$ cat config.mk
export PLATFORM = sky130hd
export DESIGN_NAME = fetch_queue_unit
export DESIGN_NICKNAME = d
export VERILOG_FILES = /design/src/rtl/fetch_queue_unit.sv
export SDC_FILE = /design/constraint.sdc
export NUM_CORES = 1
export LEC_CHECK = 0
export BUFFER_PORTS_ARGS = -buffer_cell sky130_fd_sc_hd__clkbuf_2
export CAP_MARGIN = 20
export CORE_AREA = 2 2 144 146
export CTS_BUF_LIST = sky130_fd_sc_hd__clkbuf_4
export DETAILED_ROUTE_END_ITERATION = 10
export DIE_AREA = 0 0 146 148
export GPL_ROUTABILITY_DRIVEN = 0
export PLACE_DENSITY_LB_ADDON = 0.08
export SLEW_MARGIN = 5
export SYNTH_ARGS = -nofsm -noshare
export SYNTH_HDL_FRONTEND = slang
export SYNTH_SLANG_ARGS = --single-unit
$ cat constraint.sdc
create_clock -name clk -period 3.2 [get_ports clk]
set_input_delay 0 -clock clk [delete_from_list [all_inputs] [get_ports clk]]
set_output_delay 0 -clock clk [all_outputs]
set_load 0.005 [all_outputs]
$ cat src/rtl/fetch_queue_unit.sv
// -----------------------------------------------------------------------------
// fetch_queue_unit
//
// Instruction fetch stage with an in-order prefetch queue. A PC generator
// issues requests to a variable-latency instruction memory, following
// next-PC predictions from an external branch predictor. Each issued request
// leaves a {pc, predicted-taken} tag in a small in-flight FIFO. Responses
// return in request order: each one pops a tag and is either enqueued for
// decode or, after a redirect, discarded. Redirects flush the queue and mark
// every outstanding response as "to be dropped".
//
// Ports
//   clk, rst         : clock, synchronous active-high reset
//   redirect,
//   redirect_pc      : flush and restart fetch at redirect_pc
//   bp_taken,
//   bp_target        : predictor answer for the current fetch_pc
//   fetch_pc         : PC of the next request (predictor lookup index)
//   imem_req/addr    : request valid / address
//   imem_ready       : memory accepts the request this cycle
//   imem_rvalid/rdata: in-order response
//   fq_valid/inst/pc/
//   fq_pred_taken    : head of the fetch queue
//   fq_deq           : decode consumes the head
//   fq_count         : number of occupied queue entries
// -----------------------------------------------------------------------------
module fetch_queue_unit #(
  parameter int                ADDR_W   = 16,
  parameter int                INST_W   = 16,
  parameter int                PC_STEP  = 2,
  parameter int                FQ_DEPTH = 4,
  parameter logic [ADDR_W-1:0] RESET_PC = '0
) (
  input  logic                        clk,
  input  logic                        rst,
  input  logic                        redirect,
  input  logic [ADDR_W-1:0]           redirect_pc,
  input  logic                        bp_taken,
  input  logic [ADDR_W-1:0]           bp_target,
  output logic [ADDR_W-1:0]           fetch_pc,
  output logic                        imem_req,
  output logic [ADDR_W-1:0]           imem_addr,
  input  logic                        imem_ready,
  input  logic                        imem_rvalid,
  input  logic [INST_W-1:0]           imem_rdata,
  output logic                        fq_valid,
  output logic [INST_W-1:0]           fq_inst,
  output logic [ADDR_W-1:0]           fq_pc,
  output logic                        fq_pred_taken,
  input  logic                        fq_deq,
  output logic [$clog2(FQ_DEPTH):0]   fq_count
);

  localparam int PW = $clog2(FQ_DEPTH);
  localparam int CW = PW + 1;

  localparam logic [PW-1:0]   PTR_ONE   = PW'(1'b1);
  localparam logic [PW-1:0]   PTR_ZERO  = '0;
  localparam logic [CW-1:0]   CNT_ONE   = CW'(1'b1);
  localparam logic [CW-1:0]   CNT_ZERO  = '0;
  // Occupancy is count + inflight, which can reach 2*FQ_DEPTH: one extra bit.
  localparam logic [CW:0]     DEPTH_OCC = (CW+1)'(FQ_DEPTH);
  localparam logic [ADDR_W-1:0] STEP    = ADDR_W'(PC_STEP);

  // State registers
  logic [ADDR_W-1:0] fetch_pc_q, fetch_pc_d;
  logic [CW-1:0]     inflight_q, inflight_d;
  logic [CW-1:0]     drop_q,     drop_d;
  logic [PW-1:0]     tag_wr_q,   tag_wr_d;
  logic [PW-1:0]     tag_rd_q,   tag_rd_d;
  logic [PW-1:0]     head_q,     head_d;
  logic [PW-1:0]     tail_q,     tail_d;
  logic [CW-1:0]     count_q,    count_d;

  // Storage arrays (data only, validity is tracked by the pointers/counters)
  logic [ADDR_W-1:0] tag_pc_q   [FQ_DEPTH];
  logic              tag_pred_q [FQ_DEPTH];
  logic [INST_W-1:0] fq_inst_q  [FQ_DEPTH];
  logic [ADDR_W-1:0] fq_pc_q    [FQ_DEPTH];
  logic              fq_pred_q  [FQ_DEPTH];

  // Handshake decodes
  logic [CW:0] occupancy_s;
  logic        issue_s;
  logic        drop_resp_s;
  logic        enq_s;
  logic        deq_s;
  logic        head_valid_s;

  assign occupancy_s  = {1'b0, count_q} + {1'b0, inflight_q};
  assign imem_req     = ~rst & ~redirect & (occupancy_s < DEPTH_OCC);
  assign issue_s      = imem_req & imem_ready;
  // A response is discarded if it belongs to a pre-redirect request or
  // arrives in the redirect cycle itself.
  assign drop_resp_s  = redirect | (drop_q != CNT_ZERO);
  assign enq_s        = ~rst & imem_rvalid & ~drop_resp_s;
  assign head_valid_s = (count_q != CNT_ZERO);
  assign deq_s        = fq_deq & head_valid_s & ~redirect;

  assign fetch_pc      = fetch_pc_q;
  assign imem_addr     = fetch_pc_q;
  assign fq_valid      = head_valid_s;
  assign fq_count      = count_q;
  // Head is a direct read of the registered array; zero while empty.
  assign fq_inst       = head_valid_s ? fq_inst_q[head_q] : '0;
  assign fq_pc         = head_valid_s ? fq_pc_q[head_q]   : '0;
  assign fq_pred_taken = head_valid_s ? fq_pred_q[head_q] : 1'b0;

  // Next-state logic for PC, counters and pointers
  always_comb begin
    fetch_pc_d = fetch_pc_q;
    inflight_d = inflight_q;
    drop_d     = drop_q;
    tag_wr_d   = tag_wr_q;
    tag_rd_d   = tag_rd_q;
    head_d     = head_q;
    tail_d     = tail_q;
    count_d    = count_q;

    if (redirect) begin
      fetch_pc_d = redirect_pc;
    end else if (issue_s) begin
      fetch_pc_d = bp_taken ? bp_target : (fetch_pc_q + STEP);
    end else begin
      fetch_pc_d = fetch_pc_q;
    end

    // Issue never happens with redirect, so this is valid in both cases.
    case ({issue_s, imem_rvalid})
      2'b10:   inflight_d = inflight_q + CNT_ONE;
      2'b01:   inflight_d = inflight_q - CNT_ONE;
      default: inflight_d = inflight_q;
    endcase

    // Recomputing from inflight (not accumulating) keeps nested redirects exact.
    if (redirect) begin
      drop_d = inflight_q - (imem_rvalid ? CNT_ONE : CNT_ZERO);
    end else if (imem_rvalid && (drop_q != CNT_ZERO)) begin
      drop_d = drop_q - CNT_ONE;
    end else begin
      drop_d = drop_q;
    end

    if (issue_s) begin
      tag_wr_d = tag_wr_q + PTR_ONE;
    end else begin
      tag_wr_d = tag_wr_q;
    end

    // Every response pops its tag, dropped or not.
    if (imem_rvalid) begin
      tag_rd_d = tag_rd_q + PTR_ONE;
    end else begin
      tag_rd_d = tag_rd_q;
    end

    if (redirect) begin
      head_d  = PTR_ZERO;
      tail_d  = PTR_ZERO;
      count_d = CNT_ZERO;
    end else begin
      head_d = deq_s ? (head_q + PTR_ONE) : head_q;
      tail_d = enq_s ? (tail_q + PTR_ONE) : tail_q;
      case ({enq_s, deq_s})
        2'b10:   count_d = count_q + CNT_ONE;
        2'b01:   count_d = count_q - CNT_ONE;
        default: count_d = count_q;
      endcase
    end
  end

  // Control state registers with synchronous reset
  always_ff @(posedge clk) begin
    if (rst) begin
      fetch_pc_q <= RESET_PC;
      inflight_q <= CNT_ZERO;
      drop_q     <= CNT_ZERO;
      tag_wr_q   <= PTR_ZERO;
      tag_rd_q   <= PTR_ZERO;
      head_q     <= PTR_ZERO;
      tail_q     <= PTR_ZERO;
      count_q    <= CNT_ZERO;
    end else begin
      fetch_pc_q <= fetch_pc_d;
      inflight_q <= inflight_d;
      drop_q     <= drop_d;
      tag_wr_q   <= tag_wr_d;
      tag_rd_q   <= tag_rd_d;
      head_q     <= head_d;
      tail_q     <= tail_d;
      count_q    <= count_d;
    end
  end

  // Tag FIFO and fetch-queue data arrays
  always_ff @(posedge clk) begin
    if (issue_s) begin
      tag_pc_q[tag_wr_q]   <= fetch_pc_q;
      tag_pred_q[tag_wr_q] <= bp_taken;
    end
    if (enq_s) begin
      fq_inst_q[tail_q] <= imem_rdata;
      fq_pc_q[tail_q]   <= tag_pc_q[tag_rd_q];
      fq_pred_q[tail_q] <= tag_pred_q[tag_rd_q];
    end
  end

endmodule

# Word level (Yosys, flattened, before mapping)
# Memory sizes are Yosys's and may differ from the RTL's. A register that Yosys moved wholly into a read port is not among the register bits.
# Cells that the tools add are included.
dict set report word_totals {
  ram_bits 200
  reg_bits 33
  in_bits 55
  output_inout_bits 70
  memories 5
  wordCells 74
}
dict set report classes {
  addsub 12
  magnitude_cmp 1
  n_mux 25
  eq_ne 4
  reduce_logical 8
  n_bitwise 11
}
# name depth width rd rd_clocked_by_memory_dff write_ports line_no
set memory_table {}
lappend memory_table {fq_inst_q 4 16 1 1 1 78} ;# logic [INST_W-1:0] fq_inst_q [FQ_DEPTH];
lappend memory_table {fq_pc_q 4 16 1 1 1 79} ;# logic [ADDR_W-1:0] fq_pc_q [FQ_DEPTH];
lappend memory_table {tag_pc_q 4 16 1 1 1 76} ;# logic [ADDR_W-1:0] tag_pc_q [FQ_DEPTH];
lappend memory_table {fq_pred_q 4 1 1 1 1 80} ;# logic fq_pred_q [FQ_DEPTH];
lappend memory_table {tag_pred_q 4 1 1 1 1 77} ;# logic tag_pred_q [FQ_DEPTH];
# cell n
set ops {}
lappend ops {{16-bit 2-to-1 mux} 5}
lappend ops {{2-bit 2-to-1 mux} 10}
lappend ops {{16-bit by 2-bit adder with 16-bit output, second input constant} 1}
lappend ops {{3-bit one-hot mux with 2 select lines} 2}
lappend ops {{3-bit by 1-bit subtractor with 3-bit output, second input constant} 3}
lappend ops {{2-bit by 1-bit adder with 2-bit output, second input constant} 4}
lappend ops {{2-bit nonzero test} 4}
lappend ops {{1-bit bitwise AND} 7}
lappend ops {{3-bit by 1-bit adder with 3-bit output, second input constant} 2}
lappend ops {{1-bit 2-to-1 mux} 6}
lappend ops {{3-bit 2-to-1 mux} 2}
lappend ops {{3-bit nonzero test} 2}
lappend ops {{3-bit by 3-bit adder with 4-bit output} 1}
lappend ops {{2-bit by 1-bit == test with 1-bit output, second input constant} 2}
lappend ops {{2-bit == test, second input constant} 2}
lappend ops {{4-bit by 3-bit < comparator with 1-bit output, second input constant} 1}
lappend ops {{1-bit inverter} 3}
lappend ops {{3-bit by 1-bit subtractor with 3-bit output} 1}
lappend ops {{2-bit OR reduction} 1}
lappend ops {{1-bit logical AND} 1}
lappend ops {{1-bit bitwise OR} 1}

# Depth between registers and ports, before layout
dict set report logic_depth {
  word_depth 6
  mapped_depth 11
  depth_no_buf 11
}

# Worst setup path before layout
# OpenSTA, ideal clock, no wires.
dict set report synth_timing {
  path_type {register -> register}
  startpoint {register count_q[2], in the netlist fq_count[2]}
  endpoint {register inflight_q[2]}
  arrival_time_ns 2.477
  path_buffers 1
  slack_ns 0.652
  setup_ns 0.071
  path_stages_with_launch 11
  t_required_ns 3.129
  synth_period_minus_slack_ns 2.548
  cell_sequence {dfxtp_1 -> ha_1 -> nor3_1 -> and4_1 -> buf_2 -> inv_2 -> ha_1 -> fa_1 -> xnor2_1 -> or3_1 -> a21oi_1}
}
dict set report synth_between {
  elab_chain_cells 6
  elab_cells_between_ends 8
  cone_classes {add/sub (1); order compare (1); eq/ne (2); mux (1); bitwise (2); reduce/logical (1)}
}
# item line_no
set synth_lines {}
lappend synth_lines {{start, declared} 73} ;# logic [CW-1:0] count_q, count_d;
lappend synth_lines {{start signal, assigned} 191} ;# count_q <= count_d;
lappend synth_lines {{3-bit by 3-bit adder with 4-bit output *} 90} ;# assign occupancy_s = {1'b0, count_q} + {1'b0, inflight_q};
lappend synth_lines {{4-bit by 3-bit < comparator with 1-bit output *} 91} ;# assign imem_req = ~rst & ~redirect & (occupancy_s < DEPTH_OCC);
lappend synth_lines {{1-bit bitwise AND *} 91}
lappend synth_lines {{1-bit bitwise AND *} 92} ;# assign issue_s = imem_req & imem_ready;
lappend synth_lines {{2-bit by 1-bit == test with 1-bit output / 2-bit == test (equally long branches)} 129} ;# case ({issue_s, imem_rvalid})
lappend synth_lines {{3-bit one-hot mux with 2 select lines / 2-bit nonzero test (equally long branches)} -}
lappend synth_lines {{end signal, assigned} 185} ;# inflight_q <= inflight_d;
lappend synth_lines {{end, declared} 67} ;# logic [CW-1:0] inflight_q, inflight_d;
# Mark *: on every way between the ends. The rest lies on a longest branch, timed or not.
# A chain may end at the register's enable or synchronous reset.

# Final worst setup path
dict set report layout_timing {
  startpoint {register inflight_q[2]}
  endpoint {register fetch_pc_q[1], in the netlist fetch_pc[1]}
}
dict set report layout_between {
  elab_chain_cells 5
}
# item line_no
set layout_lines {}
lappend layout_lines {{3-bit by 3-bit adder with 4-bit output} 90}
lappend layout_lines {{4-bit by 3-bit < comparator with 1-bit output} 91}
lappend layout_lines {{1-bit bitwise AND} 91}
lappend layout_lines {{1-bit bitwise AND} 92}
lappend layout_lines {{2-bit nonzero test (no source line)} -}
lappend layout_lines {{end signal, assigned} 184} ;# fetch_pc_q <= fetch_pc_d;
lappend layout_lines {{end, declared} 66} ;# logic [ADDR_W-1:0] fetch_pc_q, fetch_pc_d;
# No other way between the ends.

==> impl_metrics.tcl <==
set metrics [dict create \
    period_needed_ns 2.946 \
    clk_latency_ns 0.66 \
    dieArea_mm2 0.02161 \
    final-hold-violation-count 0 \
    grt_pass1_wl_um 31250 \
    ys_types 57 \
    worst_ep_arrival_time_ns 3.55 \
    ctsRootBufferMaster "clkbuf_4" \
    ff2ff_path_depth 7 \
    min_path_type "in -> reg" \
    fmaxAchievable_mhz 339.4 \
    rr_endpoint "fetch_pc[1]" \
    vias_per_cell 5.301 \
    coreArea_mm2 0.02004 \
    synth_edf_count 200 \
    avgSynthCellArea_um2 16.60 \
    ys_seq_elements 237 \
    setup_slack_ns 0.2537 \
    worstPathRequired_ns 3.80 \
    cts_buffers 61 \
    grtUsageTotal_pct 18.22 \
    power_density_mw_per_mm2 527.4 \
    setup_tns_ns 0 \
    crit_path_end "fetch_pc[1]" \
    startpoint_type "flip-flop" \
    finalSetupViolCount 0 \
    dp_hpwl_um 11730 \
    maxSlewViolCount 0 \
    ir_drop_mv 0.3166 \
    h-tree-depth 2 \
    first_iter_violations 249 \
    cts_sinks 237 \
    clkTransAtPathRegs_ns 0.06 \
    syn2layout_area_growth_pct 22.76 \
    clockBufferDepth 3 \
    drc_errors 0 \
    portBuffers 124 \
    cp-startpoint "inflight_q[2]" \
    routedWlPerCell_um 17.13 \
    fin_skew_ns 0.02908 \
    start_util_pct 49.19 \
    grt_pass1_vias 6237 \
    num_io_pins 125 \
    postSynthCellCount 594 \
    r2r_start "inflight_q[2]" \
    drive_gt1_share_pct 34.18 \
    r2r_slack_ns 0.25 \
    antenna_left 0 \
    drt-total-wl_um 19430 \
    syn-cell-area_mm2 0.009858 \
    yosysWarningCount 0 \
    synthArstFlopShare_pct 0 \
    rows 52 \
    final_net_count 890 \
    fin_util_pct 60.39 \
    total_leakage_power_nw 4.364 \
    status "complete, no violations" \
    crit_fanout 16 \
    grt_max_degree 36 \
    grt-ovfl-total 0 \
    cp-end-kind "flip-flop" \
    place_ws_ns 0.5184 \
    maxSlewHeadroom_pct 43.30 \
    rsz0062_at_grt "no" \
    ys_seq_area_share_pct 68.44 \
    vias 6011 \
    tightest_slew_ns 0.8494 \
    synth_nets 668 \
    drt_pass1_iterations 6 \
    die_h_um 148 \
    post-route-period-util_pct 92.07 \
    critPathKind "reg -> reg" \
    maxCapViolations 0 \
    cts_tree "yes" \
    antenna_found_initial 1 \
    synthFlopType "edfxtp_1" \
    dieWidth_um 146 \
]
## worst min path at each step
stage / startpoint / endpoint / slack, ns / cells past startpoint
after floorplan: imem_rdata[0] / fq_inst_q[0][0] / 0.1 / 0
after global placement: imem_rdata[5] / fq_inst_q[0][5] / 0.21 / 1
after detailed placement: imem_rdata[5] / fq_inst_q[0][5] / 0.22 / 1
after CTS: redirect_pc[13] / fetch_pc[13] / 0.007 / 4
after global routing: redirect_pc[13] / fetch_pc[13] / 0.04 / 4
final: redirect_pc[13] / fetch_pc[13] / 0.05 / 4
## critical path: stages (launching register included)
cell and delay, ns:
dfxtp_1 0.40, ha_1 0.27, nor3_2 0.29, a41oi_4 0.34, a211o_1 0.36, dlygate4sd3_1 0.55
a21oi_1 0.13, dlygate4sd3_1 0.56
## layout by cell type, fill, tap and decap left out, types with 17 or more instances in the layout
| cell | n |
|---|---|
| buf_4 | 17 |
| ha_1 | 17 |
| nor2_1 | 22 |
| a21oi_1 | 23 |
| clkbuf_2 | 124 |
| edfxtp_1 | 200 |
| clkinv_1 | 19 |
| clkbuf_4 | 86 |
| dlygate4sd3_1 | 64 |
| nand2_1 | 21 |
| nor2b_1 | 28 |
| mux4_2 | 50 |
| dfxtp_1 | 36 |
## flip-flops by register name (all words and copies together) (netlist names), named ones only
signal,cells
tag_rd_q,2
fq_count,3
tag_pc_q,64
fq_inst_q,64
drop_q,3
tag_pred_q,4
fetch_pc,16
fq_pc_q,64
inflight_q,3
head_q,2
tail_q,2
fq_pred_q,4
tag_wr_q,2
## cell usage after synthesis (13+ instances only)
cell      instances  area [um2]
a21oi_1          23       115.1
buf_2            14       70.07
buf_4            16       120.1
clkbuf_1         13       48.80
dfxtp_1          37       740.7
edfxtp_1        200        6006
ha_1             17       212.7
inv_1            15       56.30
mux4_2           50        1126
nand2_1          21       78.83
nor2_1           22       82.58
nor2b_1          28       175.2
## power by group
group	switching (mW)	internal (mW)	total, mW	leakage, nW
Combinational	0.239	0.259	0.498	1.80
Clock	1.14	1.24	2.38	0.448
Sequential	0.0731	3.43	3.51	2.12
Total	1.45	4.93	6.38	4.36
## per-stage QoR
| step | area, um2 | power, mW | hold slack [ns] | std cells |
|---|---|---|---|---|
| 3_5_place_dp | 10700 | 3.994 | 0.2238 | 959 |
| 4_1_cts | 12080 | 6.470 | 0.007384 | 1133 |
| 3_3_place_gp | 10700 | 3.974 | 0.2140 | 959 |
| 5_1_grt | 12100 | 6.688 | 0.04109 | 1134 |
| 6_report | 12100 | 6.383 | 0.05345 | 1134 |
| 2_1_floorplan | 9858 | 3.836 | 0.09887 | 594 |
## routing by layer
layer | track usage [%] | share of wire [%] | wire [um]
met5 | 0 | 0 | 0
met4 | 6.359 | 1.6 | 316
met3 | 4.444 | 6.2 | 1206
met2 | 32.05 | 51 | 9858
met1 | 22.11 | 41 | 8046
## logic make-up after synthesis
family                     after synthesis  synth area share [%]
DFF                                    237                 68.44
and+or+nand+nor                        137                 7.818
buffers and inverters                   63                 3.186
xor gates and xnor gates                14                 1.244
muxes                                   56                 12.04
adders and majority gates               19                 2.564
AOI/OAI and AO/OA                       68                 4.709
## repair_timing
| action | CTS | global route |
|---|---|---|
| resized for setup | 0 | 2 |
| hold buffers | 64 | 0 |
| endpoints found under the setup margin | 0 | 1 |
| setup buffers | 0 | 0 |
| endpoints found under the hold margin | 102 | 0 |
## layout make-up
cell class / count / area, um2
well taps: 270 / 337.8
flip-flops and latches: 237 / 6748
multi-input cells: 294 / 2820
clock buffers: 86 / 645.6
clock inverters: 24 / 95.09
inverters: 17 / 63.81
fillers: 1618 / 7938
repair buffers: 205 / 1389
diodes: 1 / 2.502
(Power assumes the default switching activity.)
